==> src/rtl/cordic_sincos_if.sv <==
// cordic_sincos_if
//   Request/response bundle for the CORDIC sin/cos engine.
//   x       : signed angle, M integer bits, NBITS-1-M fraction bits
//   M       : integer-bit count, sampled with the request
//   start   : request strobe
//   busy    : engine working on a request
//   done    : one-cycle pulse, sin_out/cos_out valid
//   sin_out : signed sin(x), same format as x
//   cos_out : signed cos(x), same format as x
//   master drives the request side, slave is the engine.
interface cordic_sincos_if #(
    parameter int NBITS = 16
);
    logic signed [NBITS-1:0] x;
    logic signed [31:0]      M;
    logic                    start;
    logic                    busy;
    logic                    done;
    logic signed [NBITS-1:0] sin_out;
    logic signed [NBITS-1:0] cos_out;

    modport master (
        output x, M, start,
        input  busy, done, sin_out, cos_out
    );

    modport slave (
        input  x, M, start,
        output busy, done, sin_out, cos_out
    );
endinterface

==> src/rtl/cordic_sincos.sv <==
// cordic_sincos
//   Iterative CORDIC engine producing sin and cos of one signed fixed-point
//   angle per request. The angle is first folded into [-pi/2, pi/2] by
//   repeated +/-pi steps (tracking a sign flip), then rotated ITER times in
//   an internal Q2.(W-2) format, W = NBITS+GUARD.
//
//   Ports:
//     Clock  : rising-edge clock
//     ResetN : asynchronous active-low reset
//     bus    : cordic_sincos_if.slave (x, M, start in; busy, done,
//              sin_out, cos_out out)
//
//   Optional feature macro:
//     CORDIC_ROUND_EN : round-half-up on output conversion; otherwise the
//                       output is truncated toward minus infinity.
module cordic_sincos #(
    parameter int NBITS = 16,
    parameter int ITER  = 16,
    parameter int GUARD = 4
) (
    input logic            Clock,
    input logic            ResetN,
    cordic_sincos_if.slave bus
);

    localparam int W    = NBITS + GUARD;
    localparam int MMIN = 2;
    localparam int MMAX = NBITS - 4;
    localparam int IW   = (ITER > 1) ? $clog2(ITER) : 1;

    // ---------------------------------------------------------------
    // Elaboration-time constants
    // ---------------------------------------------------------------
    function automatic real pow2(input int e);
        real p;
        p = 1.0;
        if (e >= 0) begin
            for (int k = 0; k < e; k++) p = p * 2.0;
        end else begin
            for (int k = 0; k < -e; k++) p = p / 2.0;
        end
        return p;
    endfunction

    // atan(2^-i); the first few are literal, the rest use a short odd series
    // which is exact far below the table LSB once 2^-i <= 1/16.
    function automatic real atan_real(input int i);
        real t;
        real t2;
        case (i)
            0:       return 0.78539816339744831;
            1:       return 0.46364760900080612;
            2:       return 0.24497866312686414;
            3:       return 0.12435499454676144;
            default: begin
                t  = pow2(-i);
                t2 = t * t;
                return t * (1.0 - t2 * (1.0 / 3.0 - t2 * (1.0 / 5.0
                       - t2 * (1.0 / 7.0 - t2 / 9.0))));
            end
        endcase
    endfunction

    function automatic logic signed [W-1:0] to_fix(input real v, input int fb);
        return W'($rtoi(v * pow2(fb) + 0.5));
    endfunction

    // pi with W-3 fraction bits, i.e. the angle format at M = 2
    localparam logic signed [W-1:0] PI_C = to_fix(3.14159265358979324, W - 3);
    localparam logic signed [W-1:0] K_C  = to_fix(0.6072529350, W - 2);
    localparam logic signed [W:0]   OMAX = (W+1)'((2 ** (NBITS - 1)) - 1);
    localparam logic signed [W:0]   OMIN = -OMAX - 1;

    // Table padded to a power of two so the counter indexes it directly.
    logic signed [W-1:0] atan_rom [2**IW];
    for (genvar g = 0; g < 2**IW; g++) begin : g_atan
        localparam logic signed [W-1:0] A = (g < ITER) ? to_fix(atan_real(g), W - 2) : '0;
        assign atan_rom[g] = A;
    end

    function automatic logic signed [NBITS-1:0] sat(input logic signed [W:0] v);
        if (v > OMAX) return {1'b0, {(NBITS-1){1'b1}}};
        if (v < OMIN) return {1'b1, {(NBITS-1){1'b0}}};
        return v[NBITS-1:0];
    endfunction

    // ---------------------------------------------------------------
    // State
    // ---------------------------------------------------------------
    typedef enum logic [2:0] {IDLE, LOAD, REDUCE, ROTATE, OUT, DONE} state_t;

    state_t state, state_nx;

    logic signed [W-1:0]     theta;
    logic [7:0]              m_r;
    logic                    flip;
    logic signed [W-1:0]     x_r, y_r, z_r;
    logic [IW-1:0]           i_r;
    logic signed [NBITS-1:0] sin_r, cos_r;

    // ---------------------------------------------------------------
    // Combinational datapath
    // ---------------------------------------------------------------
    logic [7:0]              m_ld;
    logic signed [W-1:0]     pi_rt, half_pi;
    logic                    in_band;
    logic signed [W-1:0]     xs, ys, x_nx, y_nx, z_nx;
    logic signed [W:0]       xe, ye, xq, yq;
    logic signed [NBITS-1:0] sin_q, cos_q;
`ifdef CORDIC_ROUND_EN
    logic signed [W:0]       rnd;
`endif

    always_comb begin
        if (bus.M < MMIN)      m_ld = 8'(MMIN);
        else if (bus.M > MMAX) m_ld = 8'(MMAX);
        else                   m_ld = 8'(bus.M);
    end

    always_comb begin
        pi_rt   = PI_C >>> (m_r - 8'd2);
        half_pi = pi_rt >>> 1;
        in_band = (theta <= half_pi) && (theta >= -half_pi);
    end

    always_comb begin
        ys   = y_r >>> i_r;
        xs   = x_r >>> i_r;
        x_nx = z_r[W-1] ? (x_r + ys) : (x_r - ys);
        y_nx = z_r[W-1] ? (y_r - xs) : (y_r + xs);
        z_nx = z_r[W-1] ? (z_r + atan_rom[i_r]) : (z_r - atan_rom[i_r]);
    end

    // One extra bit so negation and the rounding add cannot wrap.
    always_comb begin
        xe = {x_r[W-1], x_r};
        ye = {y_r[W-1], y_r};
        if (flip) begin
            xe = -xe;
            ye = -ye;
        end
`ifdef CORDIC_ROUND_EN
        rnd = (W+1)'(1) << (m_r - 8'd2 + 8'(GUARD));
        xe  = xe + rnd;
        ye  = ye + rnd;
`endif
        xq    = xe >>> (m_r - 8'd1 + 8'(GUARD));
        yq    = ye >>> (m_r - 8'd1 + 8'(GUARD));
        cos_q = sat(xq);
        sin_q = sat(yq);
    end

    // ---------------------------------------------------------------
    // FSM
    // ---------------------------------------------------------------
    always_ff @(posedge Clock or negedge ResetN) begin
        if (!ResetN) state <= IDLE;
        else         state <= state_nx;
    end

    always_comb begin
        state_nx = state;
        unique case (state)
            IDLE:    if (bus.start) state_nx = LOAD;
            LOAD:    state_nx = REDUCE;
            REDUCE:  if (in_band) state_nx = ROTATE;
            ROTATE:  if (i_r == IW'(ITER - 1)) state_nx = OUT;
            OUT:     state_nx = DONE;
            DONE:    state_nx = bus.start ? LOAD : IDLE;
            default: state_nx = IDLE;
        endcase
    end

    // ---------------------------------------------------------------
    // Datapath registers
    // ---------------------------------------------------------------
    always_ff @(posedge Clock or negedge ResetN) begin
        if (!ResetN) begin
            theta <= '0;
            m_r   <= 8'(MMIN);
            flip  <= 1'b0;
            x_r   <= '0;
            y_r   <= '0;
            z_r   <= '0;
            i_r   <= '0;
            sin_r <= '0;
            cos_r <= '0;
        end else begin
            unique case (state)
                LOAD: begin
                    theta <= $signed({bus.x, {GUARD{1'b0}}});
                    m_r   <= m_ld;
                    flip  <= 1'b0;
                end
                REDUCE: begin
                    if (theta > half_pi) begin
                        theta <= theta - pi_rt;
                        flip  <= ~flip;
                    end else if (theta < -half_pi) begin
                        theta <= theta + pi_rt;
                        flip  <= ~flip;
                    end else begin
                        // The rotation is set up on the exit cycle itself so
                        // ROTATE spends exactly ITER cycles iterating.
                        z_r <= theta <<< (m_r - 8'd1);
                        x_r <= K_C;
                        y_r <= '0;
                        i_r <= '0;
                    end
                end
                ROTATE: begin
                    x_r <= x_nx;
                    y_r <= y_nx;
                    z_r <= z_nx;
                    i_r <= i_r + 1'b1;
                end
                OUT: begin
                    sin_r <= sin_q;
                    cos_r <= cos_q;
                end
                default: ;
            endcase
        end
    end

    assign bus.busy    = (state == LOAD) || (state == REDUCE) ||
                         (state == ROTATE) || (state == OUT);
    assign bus.done    = (state == DONE);
    assign bus.sin_out = sin_r;
    assign bus.cos_out = cos_r;

endmodule

==> src/flat_wrapper.sv <==
// flat-port wrapper written by rule: the top's interface ports become plain ports
module cordic_sincos_flat 
#(
    parameter int NBITS = 16,
    parameter int ITER  = 16,
    parameter int GUARD = 4
)
  (Clock, ResetN, bus_x, bus_M, bus_start, bus_busy, bus_done, bus_sin_out, bus_cos_out);
  cordic_sincos_if #(.NBITS(NBITS)) bus_i ();
  input logic Clock;
  input logic ResetN;
  input wire logic [$bits(bus_i.x)-1:0] bus_x;
  input wire logic [$bits(bus_i.M)-1:0] bus_M;
  input wire logic [$bits(bus_i.start)-1:0] bus_start;
  output wire logic [$bits(bus_i.busy)-1:0] bus_busy;
  output wire logic [$bits(bus_i.done)-1:0] bus_done;
  output wire logic [$bits(bus_i.sin_out)-1:0] bus_sin_out;
  output wire logic [$bits(bus_i.cos_out)-1:0] bus_cos_out;
  assign bus_i.x = bus_x;
  assign bus_i.M = bus_M;
  assign bus_i.start = bus_start;
  assign bus_busy = bus_i.busy;
  assign bus_done = bus_i.done;
  assign bus_sin_out = bus_i.sin_out;
  assign bus_cos_out = bus_i.cos_out;
  cordic_sincos #(.NBITS(NBITS), .ITER(ITER), .GUARD(GUARD)) u_core (.Clock(Clock), .ResetN(ResetN), .bus(bus_i));
endmodule
==> config.mk <==
export PLATFORM = sky130hd
export DESIGN_NAME = cordic_sincos_flat
export DESIGN_NICKNAME = d
export VERILOG_FILES = /design/src/rtl/cordic_sincos_if.sv /design/src/rtl/cordic_sincos.sv /design/src/flat_wrapper.sv
export SDC_FILE = /design/constraint.sdc
export NUM_CORES = 1
export LEC_CHECK = 0
export ABC_CLOCK_PERIOD_IN_PS = 8000
export CAP_MARGIN = 25
export CORE_ASPECT_RATIO = 1.25
export CORE_MARGIN = 4
export CORE_UTILIZATION = 60
export CTS_BUF_LIST = sky130_fd_sc_hd__clkbuf_4
export DETAILED_ROUTE_END_ITERATION = 16
export PLACE_DENSITY = 0.79
export SLEW_MARGIN = 20
export SYNTH_ARGS = -nofsm -noshare
export SYNTH_HDL_FRONTEND = slang
export SYNTH_SLANG_ARGS = --single-unit
==> constraint.sdc <==
create_clock -name Clock -period 8 [get_ports Clock]
set_input_delay 1.6 -clock Clock [delete_from_list [all_inputs] [get_ports Clock]]
set_output_delay 1.6 -clock Clock [all_outputs]
set_load 0.05 [all_outputs]
==> metrics, run 1 <==
clk_lat worst skew=around 0.66 ns; DRC=0; Die X=167 um; Initial DRT Pass Iterations=6; routability cong.=0.993; first-pass GRT wire length=99200 um; share of the synthesized area in the top cell type=0.167; average size of a mapped cell=between 7 and 8 um^2; # nets final=roughly 2600; WP data arrival=roughly 8 ns; Cell Chain, Critical Path=or3_1 -> o41ai_1 -> o21ai_1 -> nor2_1 -> nand4_1 -> ha_1 -> nand4_1 -> or2_2 -> nor3_1 -> a221oi_1 -> o221a_2 -> nor2_1 -> o21ai_0 -> ha_1 -> a21o_1 -> a21o_1 -> a2111oi_1 -> o31ai_1 -> o41ai_2 -> a21oi_1 -> a41o_1 -> o41ai_1 -> xor2_1 -> o211ai_1; Primary FF master, synth=dfrtp_1; HP Class=reg2reg; highest achievable clock rate=135 MHz; Synthesized Nets=2677; Post-CTS Setup Inserts=0; compound-cell area share of the yosys netlist=0.274; core box area=0.0311 mm^2; die area=approximately 0.035 mm^2; Die H=207 um; share of cells above drive strength 1=0.0869; Final HPWL DP=45200 um; family with the most delay on the worst path=compound AO/OA/AOI/OAI gates; initial core utilization=0.612; CP max stage cell=dfrtp_1; Post-synth EDFFs=0; simple-gate share of the synthesized area=0.216; period utilization=0.924; critical path startpoint category=register; M2 GR Usage=0.559; CTS max path bufs=2; Yosys reg bits=128; Final min period=7.39 ns; htree depth=4; Inserted Clock Buffers=17; vias in the first global route=18800; outcome=completed; GRT Max-Usage Layer=met2; area growth from synthesis to layout=6.68%; Total GRT Usage=0.344; largest family of logic cells by synthesized area=compound AO/OA/AOI/OAI gates; Worst Path Required=between 8 and 9 ns; Final Hold Fails=0; count leader, synth=nor2_1; Max stage delay on crit path=0.55 ns; Via-to-Cell Ratio=~7; post-synthesis adder-cell area fraction=0.0915; M1 GR Usage=0.465; met3 GRT Util=0.0477; Worst Setup Path Type=reg2reg; slew margin rel.=0.374; Yosys cell types=100; final WL=around 62000 um; Async SR Flop Fraction=1.00; Final setup viols=0; CTS tree=built; Post-Synth XOR/XNOR Area=0.0810; number of max-cap violations=0; Post-DRT Antenna Nets=0; Critical Path Fanout Max=13; Synthesis Warnings=0; worst path bufs/invs=0; mux contribution to synthesized area=0.116; Top-Level Pins=between 80 and 90; Worst-path clk slew=0.15 ns; leading area contributor after synthesis=dfrtp_1; most common library cells after synthesis=250 x nor2_1, 232 x nand2_1, 185 x a21oi_1; final setup TNS=0 ns; global route overflow=0; Seq/Total Area, Yosys=0.168; synth top area cells=dfrtp_1 17%, ha_1 8.7%, mux4_2 5.0%; DR WL/cell=21.4 um; DRT iter0 DRCs=between 2000 and 2500; DR vias=between 15000 and 20000; PortBufs=84; Clock Skew=0.0280 ns; Slew Limit Fails=0; Sink Count=128; hold buffers post-CTS=0; placement row count=72; Mapped Cells=2490; Setup crit end kind=register; largest net degree at the start of global routing=72; mapped cell area=0.0190 mm^2; initial antenna violation count=1; Root Driver=clkbuf_4; Least-Margin Pin Slew=0.937 ns; RSZ-0062 raised after global routing=no
[tightest hold or removal path: stages, from the launching register on]
cell     delay, ns
dfrtp_1       0.38
nand2_1       0.05
o21ai_0       0.06
[sequential cells by signal (all words and copies together) (netlist names)]
name	count
u_core.theta	20
u_core.bus.cos_out	16
u_core.i_r	4
u_core.x_r	20
u_core.m_r	8
u_core.y_r	20
u_core.bus.sin_out	16
u_core.state	3
u_core.flip	1
u_core.z_r	20
[layout make-up]
| class | instances | area (um^2) |
|---|---|---|
| repair buffers | 128 | 1170 |
| multi-input cells | 2111 | 14900 |
| flip-flops and latches | 128 | 3210 |
| clock inverters | 14 | 180 |
| well taps | 407 | 509 |
| clock buffers | 18 | 135 |
| inverters | 63 | 236 |
| fillers | 2829 | 10800 |
| diodes | 1 | 2.50 |
[cells in the final DEF (no fill, tap or decap), types with 33 or more instances in the layout]
| master | n |
|---|---|
| mux2_2 | 33 |
| o31ai_1 | 42 |
| inv_1 | 62 |
| a21oi_1 | 185 |
| o21ai_0 | 164 |
| mux4_2 | 42 |
| o211ai_1 | 33 |
| a211oi_1 | 35 |
| mux2i_1 | 89 |
| clkdlybuf4s50_1 | 83 |
| xnor2_1 | 94 |
| dfrtp_1 | 125 |
| buf_4 | 44 |
| nand2_1 | 232 |
| nor2_1 | 248 |
| ha_1 | 131 |
| xor2_1 | 82 |
| nand3_1 | 64 |
| nor3_1 | 70 |
| and2_1 | 35 |
[cell families (layout without fill, tap and decap cells)]
family          Yosys count  in the layout
compound gates          777            777
xor+xnor                176            176
fa+ha+maj               137            137
buf+inv                 251            223
flops                   128            128
mux                     164            164
other cells               0              1
simple gates            857            857
[routing by layer]
metal / wire length (um) / part of all wire
met1: 26000 / 0.42
met2: 28700 / 0.47
met3: 4620 / 0.075
met4: 2290 / 0.037
met5: 0 / 0
[per-stage QoR]
step                      area (um^2)  worst slack, ns  utilization  cells  hold slack, ns
after floorplan                 19000             1.00            -   2490           0.456
after global placement          20000            0.529        0.642   2836           0.473
after detailed placement        20000            0.411        0.642   2836           0.484
after CTS                       20300            0.378        0.652   2868           0.514
after global routing            20300           0.0107        0.653   2870           0.531
final                           20300            0.607        0.653   2870           0.519
[path summary, 6_finish.rpt]
path / slack, ns / cells past startpoint / end / startpoint
setup / recovery: 0.61 / 24 / u_core.theta[19] / u_core.m_r[4]
hold / removal: 0.52 / 2 / u_core.z_r[10] / u_core.z_r[10]
setup reg to reg: 0.61 / 24 / u_core.theta[19] / u_core.m_r[4]
hold reg to reg: 0.52 / 2 / u_core.z_r[10] / u_core.z_r[10]
max in group asynchronous: 5.72 / 2 / u_core.m_r[0] / ResetN
min in group asynchronous: 0.90 / 1 / u_core.x_r[13] / ResetN
[repair_timing]
item	CTS	global route
setup endpoints to repair	0	1
endpoints found under the hold margin	0	0
gates resized for setup	0	2
Power of run 1 is left out: the tool's default activity adds up to more than one toggle a clock period on the data nets, which glitch-free logic cannot reach.
==> run 2, diff against run 1 <==
Settings changed: TNS_END_PERCENT set to 10.
==> results of run 2 <==
Final layout, timing and power as in run 1 (identical DEF).
Power of run 2 is left out for the same reason.
==> run 3, diff against run 2 <==
Settings changed: ABC_AREA set to 1.
==> run 3 against run 2 <==
Via count grew 6.6%. First-iteration DRC count is 6.3% lower. Worst setup slack improved by 0.18 ns. Sequential cell count stayed put.
==> metrics, run 3 <==
outcome=completed (unchanged); # nets final=3246 (was 2636); Max stage delay on crit path=0.57 ns (was 0.55 ns); worst setup margin=0.784 ns (was 0.607 ns); mux contribution to synthesized area=0.00546 (was 0.116); Root Driver=clkbuf_4 (unchanged); initial antenna violation count=1 (unchanged); Final HPWL DP=47400 um (was 45200 um); number of max-cap violations=0 (unchanged); Reg2Reg Setup Slack=0.78 ns (was 0.61 ns); Mapped Cells=3061 (was 2490); post_cts resized=0 (unchanged); DR vias=21000 (was 19700); clk_lat worst skew=0.61 ns (was 0.66 ns); Critical Path Fanout Max=11 (was 13); Slew Limit Fails=0 (unchanged); period utilization=0.902 (was 0.924); Yosys reg bits=128 (unchanged); slew margin rel.=0.350 (was 0.374); routability cong.=1.01 (was 0.993); commonest non-fill, non-tap cells in the layout=848 x nand2_1, 321 x nand3_1, 305 x inv_1 (was 248 x nor2_1, 232 x nand2_1, 185 x a21oi_1); Primary FF master, synth=dfrtp_1 (unchanged); Sink Count=128 (unchanged); leading area contributor after synthesis=nand2_1 (was dfrtp_1); synth top area cells=nand2_1 17%, dfrtp_1 17%, ha_1 9.0% (was dfrtp_1 17%, ha_1 8.7%, mux4_2 5.0%); most common cell after layout, fill and taps aside=nand2_1 (was nor2_1); Synthesized Nets=3248 (was 2677); vias in the first global route=19700 (was 18800); global route overflow=0 (unchanged); Final min period=7.22 ns (was 7.39 ns); CTS max path bufs=2 (unchanged); Clock Skew=0.0408 ns (was 0.0280 ns); WP data arrival=7.72 ns (was 7.94 ns); critical path startpoint category=register (unchanged); mapped cell area=0.0183 mm^2 (was 0.0190 mm^2); CP max stage cell=dfstp_2 (was dfrtp_1); final setup TNS=0 ns (unchanged); Setup WS pre-CTS=0.961 ns (was 0.411 ns); Inserted Clock Buffers=17 (unchanged); PortBufs=84 (unchanged); share of cells above drive strength 1=0.0459 (was 0.0869); die area=0.0334 mm^2 (was 0.0346 mm^2); compound-cell area share of the yosys netlist=0.203 (was 0.274); Least-Margin Pin Slew=0.973 ns (was 0.937 ns); Die H=203 um (was 207 um); largest family of logic cells by synthesized area=simple AND/OR/NAND/NOR gates (was compound AO/OA/AOI/OAI gates); share of the synthesized area in the top cell type=0.174 (was 0.167); placement row count=71 (was 72); average size of a mapped cell=5.98 um^2 (was 7.64 um^2); DR WL/cell=17.5 um (was 21.4 um); Worst Setup Path Type=reg2reg (unchanged); most common library cells after synthesis=848 x nand2_1, 321 x nand3_1, 306 x inv_1 (was 250 x nor2_1, 232 x nand2_1, 185 x a21oi_1); count leader, synth=nand2_1 (was nor2_1); Total GRT Usage=0.357 (was 0.344); Die X=164 um (was 167 um); area growth from synthesis to layout=6.55% (was 6.68%); initial core utilization=0.608 (was 0.612); Initial DRT Pass Iterations=13 (was 6); CTS tree=built (unchanged); simple-gate share of the synthesized area=0.364 (was 0.216); Yosys cell types=68 (was 100); CP dominant cell by count=nand2_1; htree depth=4 (unchanged); Worst-path clk slew=0.14 ns (was 0.15 ns); Synthesis Warnings=0 (unchanged); core box area=0.0301 mm^2 (was 0.0311 mm^2); Setup crit end kind=register (unchanged); largest net degree at the start of global routing=87 (was 72); Final Util=0.648 (was 0.653); highest achievable clock rate=139 MHz (was 135 MHz); Post-Synth XOR/XNOR Area=0.0598 (was 0.0810); final WL=60900 um (was 61500 um); RSZ-0062 raised after global routing=no (unchanged); DRC=0 (unchanged); Via-to-Cell Ratio=6.05 (was 6.87); Post-CTS Setup Inserts=0 (unchanged); Seq/Total Area, Yosys=0.175 (was 0.168); HP Class=reg2reg (unchanged); Final Hold Fails=0 (unchanged); Post-synth EDFFs=0 (unchanged); Post-DRT Antenna Nets=0 (unchanged); Top-Level Pins=85 (unchanged); Final setup viols=0 (unchanged); fill cell count=2957 (was 2829); Async SR Flop Fraction=1.00 (unchanged); post-synthesis adder-cell area fraction=0.0945 (was 0.0915); hold buffers post-CTS=0 (unchanged); DRT iter0 DRCs=2125 (was 2268); first-pass GRT wire length=97100 um (was 99200 um); Worst Path Required=8.50 ns (was 8.54 ns)
## run 3: changes by cell type after synthesis, moves of 61 or more
cell      previous run  this run
nand2_1            232       848
nand3_1             64       321
inv_1               63       306
o21ai_0            164       285
mux2i_1             89        10
clkbuf_1           137        70
xnor2_1             94        33
## run 3: path summary, 6_finish.rpt
kind	from	depth (start not counted)	to
min reg2reg	u_core.bus.sin_out[2]	2	u_core.bus.sin_out[2]
max reg2reg	u_core.m_r[1]	35	u_core.theta[19]
max	u_core.m_r[1]	35	u_core.theta[19]
min in group asynchronous	ResetN	1	u_core.y_r[8]
min	u_core.bus.sin_out[2]	2	u_core.bus.sin_out[2]
max in group asynchronous	ResetN	2	u_core.m_r[0]
## run 3: critical path, delay by kind of cell (launching register included)
family                   cells  cell delay (ns)
AND/OR/NAND/NOR             14             2.54
AO/OA/AOI/OAI               11             1.68
adder cells (fa/ha/maj)      3             1.06
buffers and inverters        5             0.64
flip-flops                   1             0.57
XOR/XNOR                     2             0.67
## run 3: layer usage
metal	up-vias	share of wire	GRT usage
met2	862	0.49	0.627
met1	9703	0.40	0.423
li1	10200	-	-
met4	0	0.056	0.192
met3	211	0.052	0.0376
met5	-	0	0
## run 3: layout make-up
| class | instances | area, um^2 | area share |
|---|---|---|---|
| inverter | 316 | 1190 | 0.0608 |
| sequential | 128 | 3210 | 0.164 |
| antenna | 2 | 5.00 | 0.000256 |
| multi-input combinational | 2485 | 13300 | 0.683 |
| timing repair buffer | 111 | 1040 | 0.0535 |
| clock inverter | 15 | 110 | 0.00564 |
| tap | 401 | 502 | 0.0257 |
| clock buffer | 17 | 128 | 0.00654 |
## run 3: kinds of logic after synthesis
group / Yosys count
fa+ha+maj: 136
buf+inv: 448
xor+xnor: 125
flops: 128
mux: 10
compound gates: 660
simple gates: 1554
## run 3: stage by stage
stage               instance area [um^2]  hold slack [ns]  std cells
floorplan                          18300            0.448       3061
global placement                   19300            0.462       3440
detailed placement                 19300            0.464       3440
CTS                                19500            0.496       3472
global route                       19500            0.515       3475
finish                             19500            0.492       3475
Power of run 3 is left out for the same reason.
